==> src/rtl/store_write_buffer_if.sv <==
// rtl/store_write_buffer_if.sv - store-side, memory-side and forwarding signals of the write buffer
interface store_write_buffer_if #(parameter int PTR_W = 2);
  logic             storeValid;
  logic [15:0]      storeAddress;
  logic [15:0]      storeData;
  logic             storeReady;
  logic             memWriteEnable;
  logic [15:0]      memAddress;
  logic [15:0]      memData;
  logic             memAck;
  logic [15:0]      loadAddress;
  logic             forwardHit;
  logic [15:0]      forwardData;
  logic [PTR_W:0]   bufferCount;
  logic             bufferEmpty;

  modport master (
    output storeValid, storeAddress, storeData, memAck, loadAddress,
    input  storeReady, memWriteEnable, memAddress, memData,
           forwardHit, forwardData, bufferCount, bufferEmpty
  );

  modport slave (
    input  storeValid, storeAddress, storeData, memAck, loadAddress,
    output storeReady, memWriteEnable, memAddress, memData,
           forwardHit, forwardData, bufferCount, bufferEmpty
  );
endinterface

==> src/rtl/store_write_buffer.sv <==
// rtl/store_write_buffer.sv - in-order store queue draining to data memory, with youngest-match load forwarding
module store_write_buffer #(
  parameter int DEPTH = 4,
  parameter int PTR_W = 2
) (
  input  logic                  clk,
  input  logic                  rst_n,
  store_write_buffer_if.slave   bus
);

  logic [15:0]      addr_q [DEPTH];
  logic [15:0]      data_q [DEPTH];
  logic [DEPTH-1:0] valid_q;
  logic [PTR_W-1:0] wr_ptr;
  logic [PTR_W-1:0] rd_ptr;
  logic [PTR_W:0]   count;

  logic             enq;
  logic             deq;
  logic             empty;
  logic             hit;
  logic [15:0]      fwd_data;
  logic [PTR_W-1:0] idx;

  assign empty = (count == '0);
  // Ready comes only from registered count, so a full buffer never accepts even while draining.
  assign bus.storeReady     = (count != (PTR_W+1)'(DEPTH));
  assign bus.bufferEmpty    = empty;
  assign bus.bufferCount    = count;
  assign bus.memWriteEnable = !empty;
  assign bus.memAddress     = empty ? 16'h0000 : addr_q[rd_ptr];
  assign bus.memData        = empty ? 16'h0000 : data_q[rd_ptr];
  assign bus.forwardHit     = hit;
  assign bus.forwardData    = fwd_data;

  assign enq = bus.storeValid && bus.storeReady;
  assign deq = !empty && bus.memAck;

  always_ff @(posedge clk or negedge rst_n) begin
    if (!rst_n) begin
      wr_ptr  <= '0;
      rd_ptr  <= '0;
      count   <= '0;
      valid_q <= '0;
      for (int i = 0; i < DEPTH; i++) begin
        addr_q[i] <= 16'h0000;
        data_q[i] <= 16'h0000;
      end
    end else begin
      if (enq) begin
        addr_q[wr_ptr]  <= bus.storeAddress;
        data_q[wr_ptr]  <= bus.storeData;
        valid_q[wr_ptr] <= 1'b1;
        wr_ptr          <= wr_ptr + 1'b1;
      end
      if (deq) begin
        valid_q[rd_ptr] <= 1'b0;
        rd_ptr          <= rd_ptr + 1'b1;
      end
      case ({enq, deq})
        2'b10:   count <= count + 1'b1;
        2'b01:   count <= count - 1'b1;
        default: count <= count;
      endcase
    end
  end

  // Walk oldest to youngest so the last match seen is the youngest store.
  always_comb begin
    hit      = 1'b0;
    fwd_data = 16'h0000;
    idx      = '0;
    for (int i = 0; i < DEPTH; i++) begin
      idx = rd_ptr + PTR_W'(i);
      if (valid_q[idx] && (addr_q[idx] == bus.loadAddress)) begin
        hit      = 1'b1;
        fwd_data = data_q[idx];
      end
    end
  end

endmodule

==> src/flat_wrapper.sv <==
// flat-port wrapper written by rule: the top's interface ports become plain ports
module store_write_buffer_flat 
#(
  parameter int DEPTH = 4,
  parameter int PTR_W = 2
)
  (clk, rst_n, bus_storeValid, bus_storeAddress, bus_storeData, bus_memAck, bus_loadAddress, bus_storeReady, bus_memWriteEnable, bus_memAddress, bus_memData, bus_forwardHit, bus_forwardData, bus_bufferCount, bus_bufferEmpty);
  store_write_buffer_if #(.PTR_W(PTR_W)) bus_i ();
  input  logic clk;
  input  logic rst_n;
  input wire logic [$bits(bus_i.storeValid)-1:0] bus_storeValid;
  input wire logic [$bits(bus_i.storeAddress)-1:0] bus_storeAddress;
  input wire logic [$bits(bus_i.storeData)-1:0] bus_storeData;
  input wire logic [$bits(bus_i.memAck)-1:0] bus_memAck;
  input wire logic [$bits(bus_i.loadAddress)-1:0] bus_loadAddress;
  output wire logic [$bits(bus_i.storeReady)-1:0] bus_storeReady;
  output wire logic [$bits(bus_i.memWriteEnable)-1:0] bus_memWriteEnable;
  output wire logic [$bits(bus_i.memAddress)-1:0] bus_memAddress;
  output wire logic [$bits(bus_i.memData)-1:0] bus_memData;
  output wire logic [$bits(bus_i.forwardHit)-1:0] bus_forwardHit;
  output wire logic [$bits(bus_i.forwardData)-1:0] bus_forwardData;
  output wire logic [$bits(bus_i.bufferCount)-1:0] bus_bufferCount;
  output wire logic [$bits(bus_i.bufferEmpty)-1:0] bus_bufferEmpty;
  assign bus_i.storeValid = bus_storeValid;
  assign bus_i.storeAddress = bus_storeAddress;
  assign bus_i.storeData = bus_storeData;
  assign bus_i.memAck = bus_memAck;
  assign bus_i.loadAddress = bus_loadAddress;
  assign bus_storeReady = bus_i.storeReady;
  assign bus_memWriteEnable = bus_i.memWriteEnable;
  assign bus_memAddress = bus_i.memAddress;
  assign bus_memData = bus_i.memData;
  assign bus_forwardHit = bus_i.forwardHit;
  assign bus_forwardData = bus_i.forwardData;
  assign bus_bufferCount = bus_i.bufferCount;
  assign bus_bufferEmpty = bus_i.bufferEmpty;
  store_write_buffer #(.DEPTH(DEPTH), .PTR_W(PTR_W)) u_core (.clk(clk), .rst_n(rst_n), .bus(bus_i));
endmodule
==> config.mk <==
export PLATFORM = sky130hd
export DESIGN_NAME = store_write_buffer_flat
export DESIGN_NICKNAME = d
export VERILOG_FILES = /design/src/rtl/store_write_buffer_if.sv /design/src/rtl/store_write_buffer.sv /design/src/flat_wrapper.sv
export SDC_FILE = /design/constraint.sdc
export NUM_CORES = 1
export LEC_CHECK = 0
export BUFFER_PORTS_ARGS = -buffer_cell sky130_fd_sc_hd__buf_2
export CAP_MARGIN = 15
export CORE_MARGIN = 3
export CORE_UTILIZATION = 35
export DETAILED_ROUTE_END_ITERATION = 7
export HOLD_SLACK_MARGIN = 0.15
export PLACE_DENSITY = 0.63
export SLEW_MARGIN = 0
export SYNTH_ARGS = -nofsm -noshare
export SYNTH_HDL_FRONTEND = slang
export SYNTH_SLANG_ARGS = --single-unit
export TNS_END_PERCENT = 1
==> constraint.sdc <==
create_clock -name clk -period 4.2 [get_ports clk]
set_clock_uncertainty 0.05 [all_clocks]
set_input_delay 0.21 -clock clk [delete_from_list [all_inputs] [get_ports clk]]
set_output_delay 0.21 -clock clk [all_outputs]
set_load 0.005 [all_outputs]
==> metrics list, run 1 <==
- After technology mapping, the gate count stands at 788.
* Arrival time worst endpoint: 3.76 ns
- Endpoint of the worst-slack reg-to-reg timing path: u_core.data_q[60]$_DFFE_PN0P_
- The region available for standard cell placement spans 29,090 um^2.
- The largest individual stage delay along the critical path comes from the cell mux4_1.
- The congestion estimate from routability-driven global placement came to 0.8322.
* Worst setup path end: bus_forwardData[10]
- The tool flagged a number of max-cap violations equal to 0.
- The analysis attributes to net switching a power of 4.522 mW.
- Using the TritonRoute via totals, the vias-per-cell ratio works out to 5.747.
* Effective utilization at floorplan: 35.95%
- Summing the sequential cell areas from Yosys gives 33.26% of the chip area.
- For this run, the total global-route usage over all layers was measured as 18.04%.
* Internal Pwr Total: 7.024 mW
- Share of cells above drive strength 1: 46.83%
* DR pass1 iterations: 4
* CTS HTree Levels: 4
- Power density over cell area: 932.7 nW/um^2
* Synth-to-Final Area Change: 18.37%
- For this block, the via count after detailed routing is 7,488.
- For the finished layout, the period the worst path requires is 4.015 ns.
* Main area contributors after synthesis: dfrtp_1, mux4_2, mux2_2, xnor2_1, mux2i_1
* Source of the critical timing path: u_core.rd_ptr[1]$_DFFE_PN0N_
- The hold violation total from the final report is 0.
- The worst setup path is captured at an output pin.
- The number of nets handed over by synthesis was 850.
- Setup slack of the worst register-to-register path: 1.71 ns
- Vias in the first global route: 7,607
* Crit path buffers/inverters: 4
- Measured against its own limit, the worst slew margin works out to 30.57%.
- Number of cells on the critical path: 12
- Final setup vio count: 0
- Clock tree synthesis inserted a total of 17 buffers.
- Number of antenna violations at the first check in global routing: 1
* Top-count cell post-synth: dfrtp_1
* Peak VDD IR: 0.4229 mV
* Placed standard-cell area: 11,320 um^2
- Dividing the final minimum period by the clock period gives 95.60%.
* Unique masters post-synth: 51
* Post-CTS clock slew at the launch and capture registers of the worst setup and hold paths: 0.06 ns
- Class of the worst hold path: in2reg
- Total leakage power: 4.991 nW
- The most used flip-flop cell after synthesis is dfrtp_1.
* Launch instance of the worst register-to-register path: u_core.bus.bufferCount[0]$_DFFE_PN0P_
- Vertical extent of the die: 178.9 um
- The commonest cells after synthesis are dfrtp_1, mux2_2, mux4_2.
- Number of warnings printed during yosys synthesis: 0
* Transition time of the tightest slew-check pin: 1.038 ns
- Summed over its instances, the top area cell type makes up 33.26% of the synthesized netlist area.
* CP max FO: 17
- Die outline width: 178.9 um
- Maximum root-to-sink buffer count: 2
* Cell area after synthesis: 10,460 um^2
- Clock insertion delay at the later pin of the skew report: 0.44 ns
- Row generation in the floorplan step produced 62 rows.
* Worst path cell trace: inv_1 > ha_4 > buf_12 > mux4_1 > xnor2_1 > nand4_1 > nor3_4 > and3_1 > buf_4 > nor3b_2 > o221a_1 > buf_2
- Average cell area after synthesis: 13.27 um^2
- Detailed-route wire length: 28.10 mm
- CP Launch Type: register
- Broken down by cell family, the worst path's largest delay share belongs to buffers and inverters.
- Full die area: 31,990 um^2
- Wire length of the first global-routing pass: 44.28 mm
- Summed over all instances, the cell type with the most area after synthesis is dfrtp_1.
- Post-route design area: 12,380 um^2
- DR WL/cell: 21.57 um
* FF+latch count, synth: 139
- For this run the aggregate overflow at the end of global routing stands at 0.
- Library cell used as clock root buffer: clkbuf_16
* Post-detailed-route DRC marker count: 0
- Setup repair after global routing left no endpoint under its margin.
* Final net count: 965
- Sw frac: 39.16%
* Final Max Tran Viols: 0
- TritonCTS built the clock tree.
- Sequential cells burn 25.1% of the power.
- Top achievable clock speed: 249.0 MHz
- Top-level port count: 107
- Entering global routing, the biggest net connects 83 pins.
- STA puts the critical path data required time at 3.94 ns.
- The detail route stage leaves a number of antenna-violating nets equal to 0.
- Counting every sink on the clock net gives 139.
- In this design, the stage delay of the slowest critical-path cell is 0.56 ns.
* Outcome: completed
- Critical path start-end classification: reg2out
- Port-buffer cells: 106
* Total half-perimeter wirelength after legalization and detailed placement: 18.80 mm
* Share of synthesized registers carrying an async set or reset: 100.0%
- Number of cell instances on the worst register-to-register path: 6
* Number of enable-type register cells in the synthesized netlist: 0
- Part of the power in combinational logic: 61.6%
- Clock share of power: 13.3%
- Adding up every negative setup slack in the final design gives 0 ns.
- For this block, the initial DRC count from the detailed router was 394.
-- kinds of logic after synthesis --
group	Yosys count	synth area share, %
AO/OA/AOI/OAI	53	4.080
adder cells (fa/ha/maj)	10	1.268
buffers and inverters	85	4.188
flip-flops	139	33.26
XOR/XNOR	67	5.611
multiplexers	276	42.26
AND/OR/NAND/NOR	158	9.332
-- routing by layer --
metal	vias to the layer above	track usage, %	share of wire (%)
li1	3285	-	-
met1	3998	24.02	43
met2	172	30.23	51
met3	31	3.198	4.5
met4	2	5.227	1.7
met5	-	0	0.046
-- worst register-to-register path, cell delays in order (launching register included) --
cell and delay (ns):
dfrtp_1 0.43, inv_1 0.12, nand3_1 0.10, and2_1 0.31
nand2_1 0.47, buf_4 0.49, mux2_2 0.41
-- worst min path at each step --
stage,start,to,slack (ns),cells past startpoint
global route,bus_memAck,u_core.rd_ptr[0]$_DFFE_PN0N_,0.30,3
CTS,bus_memAck,u_core.rd_ptr[0]$_DFFE_PN0N_,0.26,3
finish,bus_memAck,u_core.rd_ptr[0]$_DFFE_PN0N_,0.28,3
detailed placement,rst_n,u_core.addr_q[42]$_DFFE_PN0P_,0.23,1
global placement,rst_n,u_core.addr_q[42]$_DFFE_PN0P_,0.23,1
floorplan,rst_n,u_core.addr_q[0]$_DFFE_PN0P_,-0.14,0
-- flip-flops by register name, summed over array words and instances, names as in the netlist --
signal / flops
u_core.data_q: 64
u_core.addr_q: 64
u_core.rd_ptr: 2
u_core.bus.bufferCount: 3
u_core.wr_ptr: 2
u_core.valid_q: 4
-- placed cells by master (no fill, tap or decap), types with 7 or more instances in the layout --
master and instances:
a21oi_1 16, and3_1 10, buf_2 105, buf_4 21
clkbuf_16 17, dfrtp_1 137, dlygate4sd3_1 33, ha_1 8
inv_1 14, mux2_2 130, mux2i_1 29, mux4_1 8
mux4_2 109, nand2_1 40, nand4_1 25, nor2b_1 25
nor3b_1 7, nor3b_2 9, o221a_1 15, or2_1 16
xnor2_1 56, xor2_1 10
-- cell type report --
| cell class | instances | area, um^2 |
|---|---|---|
| Timing Repair Buffer | 167 | 1162 |
| Inverter | 14 | 52.55 |
| Sequential cell | 139 | 3486 |
| Tap cell | 384 | 480.5 |
| Fill cell | 2705 | 16710 |
| Antenna cell | 3 | 7.507 |
| Clock inverter | 12 | 138.9 |
| Clock buffer | 20 | 456.7 |
| Multi-Input combinational cell | 564 | 6594 |
-- power by group through the flow --
stage / sequential (mW) / combinational (mW) / clock [mW]
floorplan: 2.58 / 5.56 / 0
global placement: 2.84 / 6.92 / 0
detailed placement: 2.89 / 6.99 / 0
CTS: 2.87 / 7.10 / 1.57
global route: 3.01 / 7.67 / 1.62
finish: 2.90 / 7.11 / 1.54
-- stage by stage --
| step | total power [mW] | cells | setup slack [ns] | util (%) | hold slack (ns) |
|---|---|---|---|---|---|
| after floorplan | 8.138 | 788 | 0.6559 | - | -0.1356 |
| after global placement | 9.756 | 1229 | 0.3281 | 38.91 | 0.2267 |
| after detailed placement | 9.875 | 1229 | 0.3188 | 38.91 | 0.2346 |
| after CTS | 11.53 | 1295 | 0.07714 | 42.23 | 0.2629 |
| after global routing | 12.31 | 1300 | 0.02598 | 42.52 | 0.2956 |
| final | 11.55 | 1303 | 0.1847 | 42.55 | 0.2763 |
-- repair_timing --
item / in CTS / in global routing
hold buffers: 33 / 0
hold endpoints to repair: 200 / 0
pin swaps: 1 / 3
gates resized for setup: 3 / 2
setup endpoints to repair: 16 / 16
buffers inserted: 1 / 4
Power figures use the tool's default switching activity.
==> run 2: changes to the inputs <==
--- a/config.mk
+++ b/config.mk
@@ -5,13 +5,13 @@
 export SDC_FILE = /design/constraint.sdc
 export NUM_CORES = 1
 export LEC_CHECK = 0
-export BUFFER_PORTS_ARGS = -buffer_cell sky130_fd_sc_hd__buf_2
 export CAP_MARGIN = 15
 export CORE_MARGIN = 3
 export CORE_UTILIZATION = 35
 export DETAILED_ROUTE_END_ITERATION = 7
+export DONT_BUFFER_PORTS = 1
 export HOLD_SLACK_MARGIN = 0.15
-export PLACE_DENSITY = 0.63
+export PLACE_DENSITY = 0.6
 export SLEW_MARGIN = 0
 export SYNTH_ARGS = -nofsm -noshare
 export SYNTH_HDL_FRONTEND = slang
==> run 2 against run 1 <==
Effect of this change:
- first-iteration DRC count increased by 4.1%
- global-route usage decreased by 0.059 points
- routed wire length increased by 0.33%
- die area unchanged
- sequential power about the same
- critical path type unchanged
- highest routed layer is now met4
==> metrics list, run 2 (synthesis results as in run 1) <==
* Number of cell instances on the worst register-to-register path: 5
- Crit-path max cell delay: 0.59 ns
- Setup slack of the worst register-to-register path: 1.54 ns
- The detail route stage leaves a number of antenna-violating nets equal to 0.
* Detailed-route wire length: 28.19 mm
- Relative to the synthesized area, the layout overhead comes to 13.29%.
* Nature of the critical path endpoint: output pin
- Number of antenna violations at the first check in global routing: 0
- Std cell rows: 62
- Placement Setup Slack: 0.2534 ns
- Required time worst endpoint: 3.94 ns
* Count of final hold-check violations: 0
- Outcome: completed
* Number of violations of the max-capacitance limit: 0
- Vias in the first global route: 7,099
- Largest net degree at the start of global routing: 140
- The number of clock buffers added by TritonCTS is 17.
- Maximum root-to-sink buffer count: 2
- Library cell used as clock root buffer: clkbuf_16
* Full die area: 31,990 um^2
- The analysis attributes to cell leakage a power of 4.564 nW.
* Post-detailed-route DRC marker count: 0
- Critical path start-end classification: reg2out
* Most frequent standard cell in the layout excluding fill and tap cells: dfrtp_1
- The worst hold path was traced through 2 stages.
* Final Cycle Share: 95.53%
* Top achievable clock speed: 249.2 MHz
- In this run the top signal layer used is met4.
- Setup violations remaining at the end of the flow were counted as 0.
- TritonCTS built the clock tree.
- Final net count: 861
- The count of final max-slew check failures came to 0.
- Port-buffer cells: 0
- Share of cells above drive strength 1: 40.39%
- Dividing the detail-routed wire length by the instance count gives 23.57 um.
* CP Launch Type: register
- Average via count per standard cell: 5.880
* GRT overflow: 0
* Cell with the largest stage delay on the worst path: mux4_1
- Leaving out fill and tap cells, the most frequent cells in the layout are dfrtp_1, mux2_2, mux4_2, xnor2_1, nand2_1.
* Detailed-routing wirelength on met1: 11.70 mm
- The first routing iteration left 410 violations.
* Post-CTS clock slew at the launch and capture registers of the worst setup and hold paths: 0.07 ns
* Diodes inserted: 0
- At the worst endpoint, the arrival time is 3.75 ns.
* Top-level port count: 107
- Critical path's top delay family: simple AND/OR/NAND/NOR gates
- Once the floorplan was initialized, standard cells occupied 35.95% of the core.
- In the final layout, the registers with the most flip-flops are u_core.addr_q: 64 flops, u_core.data_q: 64 flops, u_core.valid_q: 4 flops.
* Weighted congestion reported at the end of routability-driven placement: 0.7965
- The detailed router placed 7,032 vias in this run.
- After filler insertion, the fill cell instance count of the layout stands at 2,709.
* Time the worst path needs with I/O delays and setup: 4.012 ns
* Number of cells on the critical path: 11
- The signal on the critical path passes through inv_1 > ha_4 > buf_4 > mux4_1 > xnor2_1 > nand4_1 > nor3_4 > buf_4 > nand4_1 > nand2_1 > o221a_1.
- Core Footprint: 29,090 um^2
* Headroom to the max-slew limit: 23.49%
* Die outline width: 178.9 um
- Global routing usage summed across all routing layers: 17.98%
- Dividing total power by cell area gives a power density of 954.7 nW/um^2.
- The first global-routing pass estimated 43.63 mm of wire.
* Placed standard-cell area: 10,710 um^2
- In this run the worst path has a maximum fanout of 16.
- In the post-route analysis, the smallest setup slack over all paths is 0.1876 ns.
* Clock net sink count: 139
* Post-route design area: 11,850 um^2
- Wire segments on met3 add up to 1.712 mm in the final route.
* Amount of wire on met2 after detailed routing: 14.10 mm
- Transition time of the tightest slew-check pin: 1.144 ns
- Together, buffers and inverters on the worst path number 3.
- Power Total: 11.31 mW
* DR pass1 iterations: 5
- For the worst-skew pair, the clock arrives at the later sink with an insertion delay of 0.44 ns.
- Class of the worst hold path: in2reg
- Detailed placement finished with a half-perimeter wire length of 18.10 mm.
* CTS HTree Levels: 4
- From bottom edge to top edge, the die measures 178.9 um.
- Peak VDD IR: 0.4281 mV
[run 2: timing repair]
action	CTS	global route
hold buffers	34	0
setup endpoints to repair	16	16
hold endpoints to repair	267	0
pin swaps	1	2
setup buffers	1	14
resized for setup	3	3
gates cloned	1	0
[run 2: worst paths after layout]
kind / endpoint / start
max: bus_forwardData[10] / u_core.rd_ptr[0]$_DFFE_PN0N_
min: u_core.rd_ptr[0]$_DFFE_PN0N_ / bus_memAck
max reg2reg: u_core.addr_q[10]$_DFFE_PN0P_ / u_core.bus.bufferCount[0]$_DFFE_PN0P_
min reg2reg: u_core.bus.bufferCount[0]$_DFFE_PN0P_ / u_core.bus.bufferCount[0]$_DFFE_PN0P_
max in group asynchronous: u_core.rd_ptr[0]$_DFFE_PN0N_ / rst_n
min in group asynchronous: u_core.addr_q[22]$_DFFE_PN0P_ / rst_n
[run 2: worst register-to-register path, stage by stage, from the launching register on]
cell,delay (ns)
dfrtp_1,0.43
inv_1,0.10
nand3_1,0.13
and2_1,0.47
nand2_2,0.78
mux2_2,0.58
[run 2: cell type report]
cell class	instances	area, um^2	share of cell area (%)
clock inverter	15	173.9	1.468
timing repair buffer	63	648.1	5.470
tap	384	480.5	4.055
inverter	14	52.55	0.4436
sequential	139	3486	29.42
clock buffer	17	425.4	3.591
multi-input combinational	564	6581	55.55
[run 2: stage by stage]
stage	instances	utilization, %	TNS, ns	hold slack, ns
5_1_grt	1196	40.73	-0.01235	0.1627
4_1_cts	1182	40.34	0	0.1513
3_5_place_dp	1114	36.82	0	-0.1254
6_report	1196	40.73	0	0.1615
2_1_floorplan	788	-	0	-0.1356
3_3_place_gp	1114	36.82	0	-0.1250
[run 2: report_power, final]
| group | switching (mW) | internal (mW) | leakage [nW] |
|---|---|---|---|
| clock network | 0.711 | 0.804 | 0.287 |
| registers | 0.863 | 2.04 | 1.65 |
| logic | 2.99 | 3.90 | 2.63 |
| total | 4.56 | 6.75 | 4.56 |
[run 2: layer usage]
layer	vias to the layer above	global-route usage, %
met5	-	0
met3	45	4.214
li1	3067	-
met2	211	29.45
met1	3709	23.50
met4	0	6.071
==> run 3: changes to the inputs <==
==> constraint.sdc (replaced) <==
create_clock -name clk -period 4.2 [get_ports clk]
set_clock_uncertainty 0.05 [all_clocks]
set_input_delay 0.21 -clock clk [delete_from_list [all_inputs] [get_ports clk]]
set_output_delay 0.21 -clock clk [all_outputs]
set_load 0.05 [all_outputs]
==> run 3 against run 2 <==
Effect of this change:
- final cell count is 2.3% higher
- global-route usage increased by 0.29 points
- design area rose by 3.2%
- setup slack lost 0.14 ns
- register-to-register slack got worse by 0.67 ns
- sequential share of layout area decreased by 0.91 points
- via count is 1.4% higher
- critical path type unchanged
- critical endpoint is now bus_forwardData[5]
==> metrics list, run 3 (synthesis results as in run 1) <==
- TritonCTS built the clock tree.
- Clock net sink count: 139
* Nature of the critical path endpoint: output pin
- The post-route netlist has 43.38% of its cells at a drive strength greater than 1.
- For the worst-skew pair, the clock arrives at the later sink with an insertion delay of 0.44 ns.
* Setup slack of the worst register-to-register path: 0.87 ns
* GRT overflow: 0
- The flow ran to the end, and the final reports show no timing, DRC or antenna violations.
- The detailed router put a total of 11.81 mm of wire on met1.
- Number of violations of the max-capacitance limit: 0
* Number of antenna violations at the first check in global routing: 1
* Count of final hold-check violations: 0
- No sink is reached through more buffers than the 2 on the longest clock path.
- Most frequent standard cell in the layout excluding fill and tap cells: dfrtp_1
- Full die area: 31,990 um^2
- In the layout the commonest cells are dfrtp_1, mux2_2, mux4_2, xnor2_1, buf_4.
- Vias in the first global route: 7,264
* Number of cell instances on the worst register-to-register path: 5
- Effective utilization at floorplan: 35.95%
- In the final layout, flip-flops and latches occupy 3486 um^2.
- For the final routed database, the setup TNS stands at 0 ns.
- In this run the tool buffered the top-level ports with 0 buffer cells.
- Weighted congestion reported at the end of routability-driven placement: 0.8179
- Transition time of the tightest slew-check pin: 1.084 ns
- Launch instance of the worst register-to-register path: u_core.bus.bufferCount[2]$_DFFE_PN0P_
- Multi-input logic area: 6611 um^2
- Final setup vio count: 0
* Die outline width: 178.9 um
- Post-detailed-route DRC marker count: 0
- In the final design database the tool counted 888 nets.
* Diodes inserted: 0
- 107 I/O pins were placed.
* DR pass1 iterations: 4
- Vertical extent of the die: 178.9 um
- Final Max Tran Viols: 0
- After detailed routing, the met3 layer carries 1.463 mm of wire.
- After clock tree synthesis, the clock-pin slew on the worst setup and hold paths is 0.07 ns.
* Critical path start-end classification: reg2out
- Largest net degree at the start of global routing: 140
- The layout has 2,672 filler cells.
* WHS Path Cells: 3
* Iteration-0 DRC Markers: 445
* Total via count in the routed design: 7,131
* Top achievable clock speed: 241.0 MHz
- Along the worst path, the maximum fanout reaches 10.
- The total area inside the core boundary comes to 29,090 um^2.
- Row generation in the floorplan step produced 62 rows.
- After detailed routing, the average wire length per cell comes to 23.17 um.
- Biggest regs: u_core.addr_q: 64 flops, u_core.data_q: 64 flops, u_core.valid_q: 4 flops
- Arrival time worst endpoint: 3.89 ns
- Required time worst endpoint: 3.94 ns
- Remaining antenna violation count after routing: 0
- In the detailed route, the total length drawn on met2 is 14.68 mm.
- Detailed-route wire length: 28.34 mm
- The worst hold path belongs to the class in2reg.
- Synth-to-Final Area Change: 16.91%
- Subtracting the final worst setup slack from the clock period gives 4.150 ns.
- STA classifies the critical path startpoint as a register.
- Global routing usage summed across all routing layers: 18.27%
- The first global-routing pass estimated 44.37 mm of wire.
* Top routing layer in use: met5
- Average via count per standard cell: 5.831
* CTS HTree Levels: 4
- In this run the most critical hold path is launched from bus_storeValid.
* Worst-case hold path end point: u_core.wr_ptr[1]$_DFFE_PN0N_
- Headroom to the max-slew limit came out at 27.58%.
* Clock buffer count from CTS: 17
* Library cell used as clock root buffer: clkbuf_16
- After layout, the worst path uses 98.81% of the clock period.
- Total half-perimeter wirelength after legalization and detailed placement: 19.19 mm
- Endpoint of the worst-slack reg-to-reg timing path: u_core.addr_q[49]$_DFFE_PN0P_
[run 3: cell types whose count changed in the layout (fill, tap and decap cells not counted), sizes merged]
| cell | previous run | this run |
|---|---|---|
| inv | 23 | 19 |
| clkinv | 4 | 3 |
| bufbuf | 1 | 0 |
| buf | 29 | 56 |
| clkbuf | 17 | 18 |
| bufinv | 0 | 4 |
| dlygate4sd3 | 33 | 34 |
[run 3: metal layers]
| metal | track usage, % | vias up |
|---|---|---|
| met3 | 4.045 | 30 |
| met1 | 23.65 | 3804 |
| met2 | 31.12 | 171 |
| met4 | 4.610 | 2 |
| met5 | 0 | - |
| li1 | - | 3124 |
[run 3: worst max path at each step]
stage,end,from,slack (ns)
2_1_floorplan,bus_forwardData[10],u_core.rd_ptr[0]$_DFFE_PN0N_,0.37
3_3_place_gp,bus_forwardData[11],u_core.rd_ptr[0]$_DFFE_PN0N_,0.35
3_5_place_dp,bus_forwardData[11],u_core.rd_ptr[0]$_DFFE_PN0N_,0.27
4_1_cts,bus_forwardData[11],u_core.rd_ptr[0]$_DFFE_PN0N_,0.007
5_1_grt,bus_forwardData[12],u_core.rd_ptr[0]$_DFFE_PN0N_,-0.01
6_report,bus_forwardData[5],u_core.rd_ptr[0]$_DFFE_PN0N_,0.05
[run 3: repair_timing]
action                     in CTS  in global routing
pin swaps                       4                  3
hold buffers                   35                  0
setup endpoints to repair      16                 16
resized for setup              13                  4
gates cloned                    0                  0
hold endpoints to repair      268                  0
buffers inserted                3                  5
[run 3: critical path, cell delays in order, from the launching register on]
cell and delay (ns):
dfrtp_4 0.46, inv_1 0.09, ha_4 0.33, buf_4 0.13, mux4_2 0.50, xnor2_1 0.40
nand4_1 0.25, nor3_4 0.28, and3_4 0.28, buf_4 0.23, nor3b_1 0.08, o221a_2 0.42
[run 3: final cells by class]
class                           count  share of cell area [%]
Timing Repair Buffer               90                   7.840
Clock buffer                       18                   3.510
Clock inverter                     14                   1.699
Sequential cell                   139                   28.51
Inverter                           14                  0.4298
Multi-Input combinational cell    564                   54.08
Tap cell                          384                   3.930
[run 3: through the flow]
stage / instances / utilization, % / hold WS (ns) / area [um^2] / worst slack, ns
5_1_grt: 1223 / 42.03 / 0.2864 / 12230 / -0.01191
3_5_place_dp: 1148 / 38.14 / -0.1253 / 11100 / 0.2729
6_report: 1223 / 42.03 / 0.2841 / 12230 / 0.04988
3_3_place_gp: 1148 / 38.14 / -0.1254 / 11100 / 0.3514
4_1_cts: 1218 / 41.77 / 0.2651 / 12150 / 0.006546
2_1_floorplan: 788 / - / -0.1356 / 10460 / 0.3656
Power of run 3 is left out: the tool's default activity adds up to more than one toggle a clock period on the data nets, which glitch-free logic cannot reach.
